### config.mk
export PLATFORM = sky130hd
export DESIGN_NAME = icsp_prog_loader
export DESIGN_NICKNAME = d
export VERILOG_FILES = /design/src/rtl/icsp_prog_loader.sv
export SDC_FILE = /design/constraint.sdc
export NUM_CORES = 1
export LEC_CHECK = 0
export ABC_AREA = 1
export BUFFER_PORTS_ARGS = -buffer_cell sky130_fd_sc_hd__buf_2
export CAP_MARGIN = 10
export CORE_AREA = 2 2 97 99
export CTS_CLUSTER_DIAMETER = 60
export DETAILED_ROUTE_END_ITERATION = 8
export DIE_AREA = 0 0 99 101
export SLEW_MARGIN = 20
export SYNTH_ARGS = -nofsm -noshare
export SYNTH_HDL_FRONTEND = slang
export SYNTH_SLANG_ARGS = --single-unit
export TNS_END_PERCENT = 100
### constraint.sdc
create_clock -name clk -period 2.75 [get_ports clk]
set_clock_uncertainty 0.05 [all_clocks]
set_input_delay 0.275 -clock clk [delete_from_list [all_inputs] [get_ports clk]]
set_output_delay 0.275 -clock clk [all_outputs]
set_load 0.005 [all_outputs]
### src/rtl/icsp_prog_loader.sv
// icsp_prog_loader: serial in-circuit programming front end.
// Receives PIC-style ICSP commands on pgc/pgd and drives the instruction
// memory write port. It holds the CPU core in reset while program mode is on.
//
// Ports:
//   clk, rst        system clock, asynchronous active-low reset
//   prog_en         program-mode enable (level)
//   pgc, pgd        serial clock / data, asynchronous to clk
//   wr_en           one-cycle memory write strobe
//   wr_addr         current program address
//   wr_data         latched instruction word
//   cpu_hold        core reset hold, registered prog_en
//   busy            high for PROG_CYCLES clk after each write strobe
//   rd_req          readback request strobe           (PROG_READBACK_EN)
//   rd_data         memory read data                  (PROG_READBACK_EN)
//   pgd_out, pgd_oe serial readback data / enable     (PROG_READBACK_EN)
//
// Optional feature: define PROG_READBACK_EN to decode the Read Data command
// (0x04). Without it, 0x04 is ignored and the readback outputs are tied to 0.
module icsp_prog_loader #(
  parameter int unsigned ADDR_WIDTH  = 13,
  parameter int unsigned INSTR_WIDTH = 14,
  parameter int unsigned PROG_CYCLES = 8,
  parameter int unsigned RD_LATENCY  = 2
) (
  input  logic                   clk,
  input  logic                   rst,
  input  logic                   prog_en,
  input  logic                   pgc,
  input  logic                   pgd,
  output logic                   wr_en,
  output logic [ADDR_WIDTH-1:0]  wr_addr,
  output logic [INSTR_WIDTH-1:0] wr_data,
  output logic                   cpu_hold,
  output logic                   busy,
  output logic                   rd_req,
  input  logic [INSTR_WIDTH-1:0] rd_data,
  output logic                   pgd_out,
  output logic                   pgd_oe
);

  localparam int unsigned CMD_BITS   = 6;
  localparam int unsigned FRAME_BITS = INSTR_WIDTH + 2;
  // The start bit is shifted out by the end of a data frame, so one bit less is kept.
  localparam int unsigned SR_W       = FRAME_BITS - 1;
  localparam int unsigned CNT_W      = $clog2(FRAME_BITS + 1);
  localparam int unsigned BUSY_W     = $clog2(PROG_CYCLES + 1);

  localparam logic [CMD_BITS-1:0] CMD_LOAD = 6'h02;
  localparam logic [CMD_BITS-1:0] CMD_INC  = 6'h06;
  localparam logic [CMD_BITS-1:0] CMD_PROG = 6'h08;
  localparam logic [CMD_BITS-1:0] CMD_RST  = 6'h16;
`ifdef PROG_READBACK_EN
  localparam logic [CMD_BITS-1:0] CMD_READ = 6'h04;
  localparam int unsigned         RD_W     = $clog2(RD_LATENCY + 2);
`endif

  typedef enum logic [2:0] {
    ST_CMD   = 3'd0,
    ST_LOAD  = 3'd1,
    ST_WRITE = 3'd2,
`ifdef PROG_READBACK_EN
    ST_WAIT  = 3'd3,
    ST_READ  = 3'd4
`else
    ST_WAIT  = 3'd3
`endif
  } state_t;

  state_t              state_q, state_d;
  logic [1:0]          pgc_sync, pgd_sync;
  logic                pgc_prev;
  logic                prog_en_q;
  logic [CNT_W-1:0]    bit_cnt_q, bit_cnt_d;
  logic [SR_W-1:0]     sr_q, sr_d;
  logic [BUSY_W-1:0]   busy_cnt_q, busy_cnt_d;
  logic [ADDR_WIDTH-1:0]  wr_addr_d;
  logic [INSTR_WIDTH-1:0] wr_data_d;
  logic                wr_en_d;
  logic                busy_d;
  logic                pgc_rise;
  logic [CMD_BITS-1:0] cmd;

`ifdef PROG_READBACK_EN
  logic [RD_W-1:0]        rd_cnt_q, rd_cnt_d;
  logic [INSTR_WIDTH:0]   tx_q, tx_d;
  logic                   rd_req_d, pgd_out_d, pgd_oe_d;
`else
  logic unused_rd_data;
  assign unused_rd_data = ^rd_data;
  assign rd_req  = 1'b0;
  assign pgd_out = 1'b0;
  assign pgd_oe  = 1'b0;
`endif

  // Bit sample strobe: rising edge of the synchronised pgc.
  assign pgc_rise = pgc_sync[1] & ~pgc_prev;
  // LSB-first shift leaves the six command bits at the top of the register.
  assign cmd      = sr_q[SR_W-1 -: CMD_BITS];
  assign cpu_hold = prog_en_q;

  // Next-state, datapath and output logic.
  always_comb begin
    state_d    = state_q;
    bit_cnt_d  = bit_cnt_q;
    sr_d       = sr_q;
    wr_addr_d  = wr_addr;
    wr_data_d  = wr_data;
    wr_en_d    = 1'b0;
    busy_cnt_d = busy_cnt_q;
`ifdef PROG_READBACK_EN
    rd_req_d   = 1'b0;
    rd_cnt_d   = rd_cnt_q;
    tx_d       = tx_q;
    pgd_out_d  = pgd_out;
    pgd_oe_d   = pgd_oe;
`endif

    // Write-recovery countdown; it keeps running even if program mode drops.
    if (wr_en) begin
      busy_cnt_d = BUSY_W'(PROG_CYCLES);
    end else if (busy_cnt_q != '0) begin
      busy_cnt_d = busy_cnt_q - BUSY_W'(1);
    end

    if (prog_en_q) begin
      case (state_q)
        ST_CMD: begin
          if (bit_cnt_q == CNT_W'(CMD_BITS)) begin
            bit_cnt_d = '0;
            case (cmd)
              CMD_LOAD: state_d = ST_LOAD;
              CMD_INC:  wr_addr_d = wr_addr + ADDR_WIDTH'(1);
              CMD_PROG: begin
                if (!busy) begin
                  wr_en_d = 1'b1;
                  state_d = ST_WRITE;
                end
              end
              CMD_RST:  wr_addr_d = '0;
`ifdef PROG_READBACK_EN
              CMD_READ: begin
                rd_req_d = 1'b1;
                rd_cnt_d = RD_W'(RD_LATENCY + 1);
                state_d  = ST_READ;
              end
`endif
              default: ;
            endcase
          end else if (pgc_rise) begin
            sr_d      = {pgd_sync[1], sr_q[SR_W-1:1]};
            bit_cnt_d = bit_cnt_q + CNT_W'(1);
          end
        end
        ST_LOAD: begin
          if (bit_cnt_q == CNT_W'(FRAME_BITS)) begin
            wr_data_d = sr_q[INSTR_WIDTH-1:0];
            bit_cnt_d = '0;
            state_d   = ST_CMD;
          end else if (pgc_rise) begin
            sr_d      = {pgd_sync[1], sr_q[SR_W-1:1]};
            bit_cnt_d = bit_cnt_q + CNT_W'(1);
          end
        end
        ST_WRITE: state_d = ST_WAIT;
        ST_WAIT:  state_d = ST_CMD;
`ifdef PROG_READBACK_EN
        ST_READ: begin
          if (rd_cnt_q != '0) begin
            // Memory data is captured once the read latency has elapsed;
            // the start bit goes out at the same time.
            rd_cnt_d = rd_cnt_q - RD_W'(1);
            if (rd_cnt_q == RD_W'(1)) begin
              tx_d      = {1'b0, rd_data};
              pgd_out_d = 1'b0;
              pgd_oe_d  = 1'b1;
            end
          end else if (pgc_rise) begin
            if (bit_cnt_q == CNT_W'(FRAME_BITS - 1)) begin
              pgd_out_d = 1'b0;
              pgd_oe_d  = 1'b0;
              bit_cnt_d = '0;
              state_d   = ST_CMD;
            end else begin
              pgd_out_d = tx_q[0];
              tx_d      = tx_q >> 1;
              bit_cnt_d = bit_cnt_q + CNT_W'(1);
            end
          end
        end
`endif
        default: state_d = ST_CMD;
      endcase
    end else begin
      // Out of program mode: abort any frame and ignore pgc.
      state_d   = ST_CMD;
      bit_cnt_d = '0;
`ifdef PROG_READBACK_EN
      rd_cnt_d  = '0;
      pgd_out_d = 1'b0;
      pgd_oe_d  = 1'b0;
`endif
    end

    if (prog_en && !prog_en_q) begin
      wr_addr_d = '0;
    end

    busy_d = (busy_cnt_d != '0);
  end

  // State, synchronisers and registered outputs.
  always_ff @(posedge clk or negedge rst) begin
    if (!rst) begin
      state_q    <= ST_CMD;
      pgc_sync   <= '0;
      pgd_sync   <= '0;
      pgc_prev   <= 1'b0;
      prog_en_q  <= 1'b0;
      bit_cnt_q  <= '0;
      sr_q       <= '0;
      busy_cnt_q <= '0;
      wr_addr    <= '0;
      wr_data    <= '0;
      wr_en      <= 1'b0;
      busy       <= 1'b0;
    end else begin
      state_q    <= state_d;
      pgc_sync   <= {pgc_sync[0], pgc};
      pgd_sync   <= {pgd_sync[0], pgd};
      pgc_prev   <= pgc_sync[1];
      prog_en_q  <= prog_en;
      bit_cnt_q  <= bit_cnt_d;
      sr_q       <= sr_d;
      busy_cnt_q <= busy_cnt_d;
      wr_addr    <= wr_addr_d;
      wr_data    <= wr_data_d;
      wr_en      <= wr_en_d;
      busy       <= busy_d;
    end
  end

`ifdef PROG_READBACK_EN
  // Readback registers.
  always_ff @(posedge clk or negedge rst) begin
    if (!rst) begin
      rd_cnt_q <= '0;
      tx_q     <= '0;
      rd_req   <= 1'b0;
      pgd_out  <= 1'b0;
      pgd_oe   <= 1'b0;
    end else begin
      rd_cnt_q <= rd_cnt_d;
      tx_q     <= tx_d;
      rd_req   <= rd_req_d;
      pgd_out  <= pgd_out_d;
      pgd_oe   <= pgd_oe_d;
    end
  end
`endif

endmodule
== Yosys cells after proc, flatten, opt, wreduce, memory -nomap -nowiden ==
Cells that the tools add are included.
Operators by class
  multiply operators: 0
  mux-type cells: 27
  divide/modulo/power cells: 0
  bitwise operators: 2
  shift-type cells: 0
  reductions and logical operators: 14
  equality and inequality tests: 15
  order comparisons: 0
  add/subtract/negate cells: 3
Operators with widths (number)
  $mux 13: 4
  $mux 15: 3
  $pmux 15 s2: 1
  $pmux 13 s2: 1
  $mux 5: 4
  $add 13x1->13 const B: 1
  $mux 3: 4
  $reduce_and 4->1: 3
  $pmux 5 s2: 1
  $pmux 3 s3: 1
  $mux 4: 2
  $reduce_bool 2->1: 4
  $reduce_bool 4->1: 2
  $eq 6x2->1 const B: 1
  $eq 6x3->1 const B: 1
  $eq 6x4->1 const B: 1
  $eq 6x5->1 const B: 1
  $ne 3x3->1 const B: 2
  $pmux 3 s2: 1
  $add 5x1->5 const B: 1
  $eq 5x3->1 const B: 1
  $eq 5x5->1 const B: 1
  $mux 1: 5
  $ne 2x2->1 const B: 2
  other kinds (13): 13
Storage, ports and cells
  bits of input ports: 19
  RAM bits: 0
  word-level logic and storage cells: 73
  latch bits: 0
  ROM bits: 0
  memories kept: 0
  bits in registers: 62

== Logic depth before layout (Yosys ltp) ==
  depth after elaboration: 6
  mapped depth: 12
  depth with buffers taken out: 11

== Worst setup path after synthesis ==
Ideal clock, no wire load.
  kind: register to register
  start: register bit_cnt_q[0]
  end: register sr_q[10]
  data required time: 2.581 ns
  stages on the path, launching flop included: 13
  buffers on the path: 2
  library setup time: 0.119 ns
  setup slack: 1.176 ns
  arrival: 1.405 ns
  cells stage by stage: dfrtp_1 inv_1 ha_1 nand2_1 inv_1 nand2_2 nand3_2 nand2_2 nand2_2 buf_6 buf_12 nand2_1 o21ai_2
On the way
  word-level cells in the longest chain between the ends: 3
Ends and longest elaborated chain
  start: declaration: RTL line 74  | logic [CNT_W-1:0] bit_cnt_q, bit_cnt_d;
  start signal: assignment: RTL line 233  | bit_cnt_q <= bit_cnt_d;
  $eq 5x5->1 or $eq 5x3->1 (tied branches): RTL line 156, 129
  $ne 2x2->1 (no line)
  $reduce_and 4->1 (no line) (*)
  end signal: assignment: RTL line 234  | sr_q <= sr_d;
  end: declaration: RTL line 75  | logic [SR_W-1:0] sr_q, sr_d;
Every way passes the cells marked *; elsewhere a longest branch is shown, timed or not.
A chain may end at the register's enable or synchronous reset.

== Worst setup path after layout ==
  start: register bit_cnt_q[0]
  end: register sr_q[6]
Same word-level chain as after synthesis.

==> impl_metrics.tcl <==
set metrics [dict create \
    status "finished clean" \
    cap_violations 0 \
    initial_core_util_pct 34.29 \
    worst_path_max_delay_cell "dfrtp_1" \
    cp.required_ns 2.94 \
    synth.area.mux_share_pct 0 \
    rsz_0062_raised_after_global_routing "no" \
    number_of_placed_i_o_pins 52 \
    fraction_of_layout_cells_with_a_size_suffix_above_1_pct 23.21 \
    setup_violations 0 \
    routed_wire_length_per_instance_um 11.03 \
    syn_inst 358 \
    slew-limit-headroom_pct 62.38 \
    avgViaCountPerCell 4.593 \
    height_of_the_chip_um 101 \
    globalRoute.totalOverflow 0 \
    worst-path-buf-inv 2 \
    static_power_due_to_leakage_nw 1.743 \
    crit_cells 9 \
    place.detailed.hpwl_um 4007 \
    placed_cell_area_um2 3301 \
    post_layout_total_power_mw 2.006 \
    dr.first_iter.drc_count 82 \
    timing.critical_path.from "bit_cnt_q[0]" \
    areaGrowthSynthToFinish_pct 13.90 \
    tns_ns 0 \
    yosys.area_share.xor_xnor_pct 1.707 \
    worstSetupEndpointType "flop" \
    timing_hold_violations_final 0 \
    postLayoutSetupSlackWorst_ns 0.8791 \
    fmax_mhz 534.5 \
    grt_antenna_before_repair 0 \
    pins_over_slew_limit 0 \
    synthesis.area_um2 3078 \
    pin_count_of_the_biggest_net_entering_global_routing 62 \
    gp_congestion 0.8239 \
    cpMostUsedCell "nand2_2" \
    synth_top_family_by_area "simple AND/OR/NAND/NOR gates" \
    synth_area_per_cell_um2 8.598 \
    crit-reg2reg-capture "sr_q[6]" \
    cpPeakStageDelay_ns 0.41 \
    design.die.area_um2 9999 \
    timing.reg2reg.setup_slack_ns 0.88 \
    cts_hold_repair.buffers 3 \
    clockRootBuffer "clkbuf_8" \
    met3_usage_pct 2.913 \
    globalRoute.busiestLayer "met2" \
    finalNetCount 424 \
    worstPathArrival_ns 2.06 \
    synth_simple_gate_area_share_pct 27.15 \
    hold_path_startpoint "prog_en" \
    detail_route.drc_violations 0 \
    dr_total_vias 2370 \
    cts_sinks 61 \
    synth_compound_area_share_pct 10.20 \
    cts_resized 0 \
    synth.yosys.seq_area_share_pct 49.59 \
    grt.total_usage_pct 12.55 \
    crit_chain "inv_1 > ha_1 > nand2_1 > inv_1 > nand2_2 > nand3_2 > nand2_2 > nand2_2 > o21ai_0" \
    critical_path.max_fanout 29 \
    worst_setup_hold_path_clk_slew_ns 0.07 \
    grt.met1_usage_pct 15.32 \
    port-buffer-count 34 \
    tightestPinTransition_ns 0.5623 \
    ant_nets 0 \
    insertion_delay_ns 0.34 \
    clock_path_buffers 2 \
    irDropWorstVdd_mv 0.2158 \
    flops_latches_synth 61 \
    worst_hold_path_type "in -> reg" \
    reg2regPathDepth 9 \
    met2_usage_pct 20.89 \
    first_pass_grt_wire_length_um 10180 \
    worst_path_dominant_cell_family "simple AND/OR/NAND/NOR gates" \
    synth_fa_ha_area_share_pct 2.033 \
    post_cts_buffers 0 \
    cts_buffers 9 \
    n_antenna_cell 0 \
    crit_path_start_kind "flop" \
    cts_tree "done" \
    fill_count 913 \
    length_of_the_first_detailed_routing_pass_in_iterations 4 \
    pre_cts_setup_slack_ns 0.8875 \
    final.period_utilization_pct 68.03 \
    total_length_of_routed_wires_um 5690 \
    cp-endpoint "sr_q[6]" \
    synth_warnings 0 \
    rows 35 \
    powerDensity_nw_per_um2 572.2 \
    worst_r2r_startpoint "bit_cnt_q[0]" \
    layout_min_cycle_time_ns 1.871 \
    finish.instance_area_um2 3506 \
    synth_cell_types 33 \
    worst-setup-path-type "reg -> reg" \
    ctsHtreeMaxLevel 3 \
    vias_in_the_first_global_route 2257 \
    placeableCoreArea_um2 8977 \
    die-width_um 99 \
]
[registers in the layout (all words and copies together), names as in the netlist]
| register | cells |
|---|---|
| wr_data | 14 |
| busy | 1 |
| busy_cnt_q | 4 |
| wr_addr | 13 |
| bit_cnt_q | 5 |
| cpu_hold | 1 |
| pgd_sync | 2 |
| pgc_prev | 1 |
| sr_q | 15 |
| pgc_sync | 2 |
| state_q | 2 |
| wr_en | 1 |
[worst min path at each step]
stage | cells past startpoint | to | slack [ns]
2_1_floorplan | 0 | bit_cnt_q[0] | -0.07
3_3_place_gp | 2 | pgc_sync[1] | 0.26
3_5_place_dp | 2 | pgc_sync[0] | 0.26
4_1_cts | 1 | cpu_hold | 0.01
5_1_grt | 1 | cpu_hold | 0.01
6_report | 1 | cpu_hold | 0.03
[worst register-to-register path: stages (launching register included)]
cell,delay [ns]
dfrtp_1,0.41
inv_1,0.08
ha_1,0.19
nand2_1,0.06
inv_1,0.04
nand2_2,0.10
nand3_2,0.08
nand2_2,0.12
nand2_2,0.33
o21ai_0,0.30
[cells in the final DEF (no fill, tap or decap), drive strengths merged]
cell type    instances
inv                 44
conb                 3
dfrtp               61
clkinvlp             2
nor2                30
nand4                5
o21ai               36
xnor2                3
nand2              111
nand3               31
nor3                 4
or2                  2
a21oi                8
nand3b               2
o211ai               1
ha                   5
buf                 36
xor2                 3
dlygate4sd3          3
and3                 1
clkinv               4
o21bai               1
clkbuf               9
[kinds of logic (layout without fill, tap and decap cells)]
logic type | count (synthesis) | in the layout
compound gates | 46 | 46
xor+xnor | 6 | 6
fa+ha+maj | 5 | 5
buf+inv | 53 | 98
flops | 61 | 61
other cells | 1 | 3
simple gates | 186 | 186
[per-stage QoR]
step	cells	util [%]	hold WS, ns
after global placement	497	36.77	0.2629
after global routing	516	39.05	0.01049
after detailed placement	497	36.77	0.2627
after CTS	516	39.05	0.01151
after floorplan	360	-	-0.07059
final	516	39.05	0.02595
[power by group]
group,switching (mW),total [mW],internal [mW]
sequential,0.0511,1.02,0.969
combinational,0.189,0.290,0.102
clock,0.367,0.695,0.329
[cells in the mapped netlist (all sizes together)]
master,instances,area [um2]
conb,1,3.750
o21bai,1,7.510
and3,1,6.260
xor2,3,26.28
nand3,31,160.1
o211ai,1,7.510
clkbuf,1,5.000
nor3,4,25.02
nand2,111,449.2
a21oi,8,40.04
nand4,5,37.53
inv,43,161.4
nand3b,2,15.01
dfrtp,61,1526
or2,2,12.52
nor2,30,130.1
xnor2,3,26.28
buf,9,116.4
o21ai,36,259.0
ha,5,62.56
[layer usage]
layer	routed length, um	part of all wire [%]
met1	2675	47
met2	2692	47
met3	228	4.0
met4	94	1.7
met5	0	0
[final cells by class]
| type | count | area [um2] | area share (%) |
|---|---|---|---|
| multi-input combinational | 246 | 1276 | 36.40 |
| sequential | 61 | 1526 | 43.54 |
| clock buffer | 9 | 123.9 | 3.533 |
| tap | 111 | 138.9 | 3.961 |
| clock inverter | 7 | 51.30 | 1.463 |
| timing repair buffer | 39 | 227.7 | 6.495 |
| inverter | 43 | 161.4 | 4.604 |
(Power assumes the default switching activity.)
